`config.mk`:
```
export PLATFORM = sky130hd
export DESIGN_NAME = sine_table_loader
export DESIGN_NICKNAME = d
export VERILOG_FILES = /design/src/rtl/sine_table_loader_pkg.sv /design/src/rtl/sine_table_byte_assembler.sv /design/src/rtl/sine_table_loader.sv
export SDC_FILE = /design/constraint.sdc
export NUM_CORES = 1
export LEC_CHECK = 0
export CELL_PAD_IN_SITES_DETAIL_PLACEMENT = 0
export CELL_PAD_IN_SITES_GLOBAL_PLACEMENT = 2
export CORE_MARGIN = 2
export CORE_UTILIZATION = 33
export CTS_BUF_LIST = sky130_fd_sc_hd__clkbuf_4 sky130_fd_sc_hd__clkbuf_8 sky130_fd_sc_hd__clkbuf_16
export DETAILED_ROUTE_END_ITERATION = 10
export GPL_ROUTABILITY_DRIVEN = 1
export GPL_TIMING_DRIVEN = 0
export PLACE_DENSITY = 0.81
export SYNTH_ARGS = -nofsm -noshare
export SYNTH_HDL_FRONTEND = slang
export SYNTH_SLANG_ARGS = --single-unit
export TNS_END_PERCENT = 5
```
`constraint.sdc`:
```
create_clock -name i_Clock -period 3.3 [get_ports i_Clock]
set_clock_uncertainty 0.15 [all_clocks]
set_input_delay 0.825 -clock i_Clock [delete_from_list [all_inputs] [get_ports i_Clock]]
set_output_delay 0.825 -clock i_Clock [all_outputs]
set_load 0.01 [all_outputs]
```
`src/rtl/sine_table_loader_pkg.sv`:
```
// sine_table_loader_pkg: shared loader constants and FSM state type
package sine_table_loader_pkg;
  localparam int SINE_TABLE_ADDR_WIDTH = 14;
  typedef enum logic [2:0] {IDLE, LOW, HIGH, WRITE, DONE} loaderState_t;
endpackage

```
`src/rtl/sine_table_byte_assembler.sv`:
```
// sine_table_byte_assembler: byte handshake and low/high byte pairing into 16-bit words
module sine_table_byte_assembler (
  input  logic        i_Clock,
  input  logic        i_Reset_n,
  input  logic        i_Start,
  input  logic        i_Expecting,
  input  logic        i_HighPhase,
  input  logic        i_ByteValid,
  input  logic [7:0]  i_Byte,
  output logic        o_ByteReady,
  output logic        o_LowAccept,
  output logic        o_HighAccept,
  output logic [15:0] o_Word
);
  logic [7:0] lowByte;
  logic       accept;
  // Start outranks a same-cycle byte so an abort never swallows data
  assign o_ByteReady  = i_Expecting & ~i_Start;
  assign accept       = o_ByteReady & i_ByteValid;
  assign o_LowAccept  = accept & ~i_HighPhase;
  assign o_HighAccept = accept & i_HighPhase;
  assign o_Word       = {i_Byte, lowByte};
  always_ff @(posedge i_Clock) begin
    if (!i_Reset_n || i_Start) lowByte <= '0;
    else if (o_LowAccept) lowByte <= i_Byte;
  end
endmodule

```
`src/rtl/sine_table_loader.sv`:
```
// sine_table_loader: streams host bytes into the sine table, one write per 16-bit word.
// Optional running checksum output enabled by SINE_TABLE_LOADER_CHECKSUM_EN.
module sine_table_loader
  import sine_table_loader_pkg::*;
#(
  parameter int ADDR_WIDTH = SINE_TABLE_ADDR_WIDTH
) (
  input  logic                  i_Clock,
  input  logic                  i_Reset_n,
  input  logic                  i_Start,
  input  logic                  i_ByteValid,
  input  logic [7:0]            i_Byte,
  output logic                  o_ByteReady,
  output logic                  o_SineTableWriteEnable,
  output logic [ADDR_WIDTH-1:0] o_SineTableWriteAddress,
  output logic [15:0]           o_SineTableWriteValue,
  output logic                  o_Busy,
`ifdef SINE_TABLE_LOADER_CHECKSUM_EN
  output logic [15:0]           o_Checksum,
`endif
  output logic                  o_Done
);
  localparam logic [ADDR_WIDTH-1:0] LastAddr = '1;
  loaderState_t          state;
  logic [ADDR_WIDTH-1:0] counter;
  logic                  writeStrobe;
  logic                  lowAccept;
  logic                  highAccept;
  logic [15:0]           word;
  sine_table_byte_assembler assembler (
    .i_Clock      (i_Clock),
    .i_Reset_n    (i_Reset_n),
    .i_Start      (i_Start),
    .i_Expecting  (state == LOW || state == HIGH),
    .i_HighPhase  (state == HIGH),
    .i_ByteValid  (i_ByteValid),
    .i_Byte       (i_Byte),
    .o_ByteReady  (o_ByteReady),
    .o_LowAccept  (lowAccept),
    .o_HighAccept (highAccept),
    .o_Word       (word)
  );
  // A Start landing on the WRITE cycle suppresses that cycle's strobe
  assign o_SineTableWriteEnable = writeStrobe & ~i_Start;
  always_ff @(posedge i_Clock) begin
    if (!i_Reset_n) begin
      state                   <= IDLE;
      counter                 <= '0;
      writeStrobe             <= 1'b0;
      o_SineTableWriteAddress <= '0;
      o_SineTableWriteValue   <= '0;
      o_Busy                  <= 1'b0;
      o_Done                  <= 1'b0;
`ifdef SINE_TABLE_LOADER_CHECKSUM_EN
      o_Checksum              <= '0;
`endif
    end else begin
      writeStrobe <= 1'b0;
      if (i_Start) begin
        state   <= LOW;
        counter <= '0;
        o_Busy  <= 1'b1;
        o_Done  <= 1'b0;
`ifdef SINE_TABLE_LOADER_CHECKSUM_EN
        o_Checksum <= '0;
`endif
      end else begin
        case (state)
          LOW: if (lowAccept) state <= HIGH;
          HIGH: if (highAccept) begin
            state                   <= WRITE;
            writeStrobe             <= 1'b1;
            o_SineTableWriteAddress <= counter;
            o_SineTableWriteValue   <= word;
          end
          WRITE: begin
`ifdef SINE_TABLE_LOADER_CHECKSUM_EN
            o_Checksum <= o_Checksum + o_SineTableWriteValue;
`endif
            if (counter == LastAddr) begin
              state  <= DONE;
              o_Busy <= 1'b0;
              o_Done <= 1'b1;
            end else begin
              state   <= LOW;
              counter <= counter + ADDR_WIDTH'(1);
            end
          end
          default: ;
        endcase
      end
    end
  end
endmodule

```
==> flow_metrics.env <==
export IMPL_critPathKind="in -> out"
export IMPL_post_cts_setup_buffer_count=0
export IMPL_die_w_um=89.12
export IMPL_cts_tree="built"
export IMPL_ant_nets=0
export IMPL_final_area_um2=3164
export IMPL_drt_iter0_markers=98
export IMPL_fin_crit_ps=3103
export IMPL_ir_worst_vdd_mv=0.2159
export IMPL_port_buffers=45
export IMPL_clk_path_buf_depth=2
export IMPL_holdPathStages=2
export IMPL_start_kind="input pin"
export IMPL_grt_overflow=0
export IMPL_cp_cell_sequence="clkdlybuf4s50_1 -> nor3_1 -> clkdlybuf4s50_1"
export IMPL_drt_wl_total_um=6106
export IMPL_hp_class="reg -> reg"
export IMPL_drc=0
export IMPL_coreArea_um2=7137
export IMPL_clockRootBuffer="clkbuf_8"
export IMPL_dp_final_hpwl_um=4302
export IMPL_fin_nets=344
export IMPL_critPathMaxStageDelay_ps=560
export IMPL_ys_seq_area_share_pct=48.56
export IMPL_p_total_mw=1.416
export IMPL_synthFlopType="dfxtp_1"
export IMPL_vias=2091
export IMPL_cap_violations=0
export IMPL_diodes=0
export IMPL_crit_path_max_fanout=7
export IMPL_crit_path_frequent_cell="clkdlybuf4s50_1"
export IMPL_initial_core_util_pct=33.50
export IMPL_cts_resized=0
export IMPL_worstPathRequired_ps=2320
export IMPL_worst_pin_slew_ps=606.1
export IMPL_syn_inst=275
export IMPL_reg2regPathDepth=6
export IMPL_path_buf_inv=2
export IMPL_max_freq_ghz=0.3223
export IMPL_ys_types=40
export IMPL_grt_max_degree=11
export IMPL_via_per_inst=4.807
export IMPL_status="finished clean"
export IMPL_antenna_found_initial=0
export IMPL_clk_latency_ps=330
export IMPL_numCtsBuffers=9
export IMPL_async_flop_share_pct=0
export IMPL_slew_headroom_pct=59.51
export IMPL_drive_gt1_share_pct=8.333
export IMPL_routedWlPerCell_um=14.04
export IMPL_cp_num_cells=3
export IMPL_endpoint_kind="output port"
export IMPL_synth_seq_cells=58
export IMPL_rsz0062_at_grt="no"
export IMPL_worstPathArrival_ps=2130
export IMPL_leakagePower_nw=1.009
export IMPL_gr_usage_all_layers_pct=16.56
export IMPL_synth_area_um2=2391
export IMPL_setup_viol=0
export IMPL_final_hold_viol_count=0
export IMPL_core_rowCount=31
export IMPL_postPlaceCellArea_um2=2965
export IMPL_period_share_pct=94.02
export IMPL_synth_warnings=0
export IMPL_powerDensity_nw_per_um2=447.5
export IMPL_syn_nets=288
export IMPL_die_area_um2=7942
export IMPL_drt_pass1_iter_count=4
export IMPL_final_max_slew_viol_count=0
export IMPL_pin_count=46
export IMPL_cts_hold_fix_buffers=0
export IMPL_critical_path_top_delay_family="buffers and inverters"
export IMPL_postSynthAreaPerCell_um2=8.695
export IMPL_grt_pass1_vias=1940
export IMPL_grt_pass1_wl_um=9825
export IMPL_tns_ps=0
export IMPL_clk_pin_slew_ps=70
export IMPL_die_h_um=89.12
export IMPL_h_tree_depth=3
export IMPL_synth_edf_count=0
export IMPL_fin_util_pct=44.34
export IMPL_gp_congestion=0.8219
export IMPL_areaGrowthSynthToFinish_pct=32.34
export IMPL_cts_sinks=58
export IMPL_crit_path_top_delay_cell="clkdlybuf4s50_1"
-- metrics by stage --
stage,setup slack (ps),hold WS [ps],instances
floorplan,1210,290.3,275
global placement,192.1,301.4,419
detailed placement,182.4,307.3,419
CTS,184.0,316.7,435
global route,95.03,328.3,435
finish,197.4,311.2,435
-- path summary, 6_finish.rpt --
check	endpoint	start	slack, ps
worst max-delay path	o_ByteReady	i_Start	200
worst min-delay path	o_SineTableWriteAddress[10]	o_SineTableWriteAddress[10]	310
worst max register to register	o_Busy	counter[0]	1200
worst min register to register	o_SineTableWriteAddress[10]	o_SineTableWriteAddress[10]	310
-- Yosys cell counts, drive strengths merged (6+ instances only) --
cell type / instances / share of area (%)
a21oi: 9 / 1.9
mux2i: 8 / 3.3
or4: 7 / 2.2
clkbuf: 9 / 1.4
a21boi: 30 / 9.4
dfxtp: 58 / 49
nand3: 7 / 1.7
nor2: 13 / 2.0
nand2: 69 / 11
o31ai: 8 / 2.5
o21ai: 6 / 1.3
buf: 8 / 1.8
-- layer usage --
| layer | track usage (%) | vias up | part of all wire, % |
|---|---|---|---|
| met3 | 4.432 | 7 | 4.2 |
| met2 | 25.45 | 42 | 45 |
| met1 | 22.34 | 970 | 50 |
| met4 | 6.106 | 0 | 1.3 |
| met5 | 0 | - | 0 |
| li1 | - | 1072 | - |
-- state kept, by name (all words and copies together), names as in the netlist --
signal / cells
o_Busy: 1
counter: 14
state: 3
o_SineTableWriteValue: 16
o_SineTableWriteAddress: 14
o_Done: 1
writeStrobe: 1
assembler.lowByte: 8
-- tightest hold or removal path, delay by kind of cell (launching register included) --
family / cells / cell delay, ps
AOI/OAI and AO/OA: 1 / 60
DFF: 1 / 310
and+or+nand+nor: 1 / 40
-- cell type report --
class	instances	area, um^2
Buffer	17	76.32
Clock buffer	11	145.1
Clock inverter	5	53.80
Fill cell	764	3973
Inverter	4	15.01
Multi-Input combinational cell	196	1139
Sequential cell	58	1161
Tap cell	99	123.9
Timing Repair Buffer	45	450.4
-- where the power goes --
group          leakage (nW)  internal (mW)  switching [mW]
clock                 0.106          0.375           0.279
combinational         0.435         0.0286          0.0288
sequential            0.468          0.703         0.00158
total                  1.01           1.11           0.309
-- cells by family (layout without fill, tap and decap cells) --
| group | count (synthesis) | after routing | share of synthesized area [%] |
|---|---|---|---|
| flip-flops | 58 | 58 | 48.56 |
| adder cells (fa/ha/maj) | 1 | 1 | 0.5232 |
| buffers and inverters | 21 | 82 | 3.820 |
| XOR/XNOR | 1 | 1 | 0.3664 |
| AO/OA/AOI/OAI | 63 | 63 | 18.37 |
| multiplexers | 8 | 8 | 3.349 |
| AND/OR/NAND/NOR | 123 | 123 | 25.01 |
-- cell usage in the layout (no fill, tap or decap), types with 8 or more instances in the layout --
cell type	n
o31ai_1	8
dfxtp_1	58
clkbuf_8	10
nand2_1	69
mux2i_1	8
a21oi_1	9
clkbuf_1	9
a21boi_0	30
clkdlybuf4s50_1	45
nor2_1	13
Note: power is estimated with default switching activity, not from simulation.
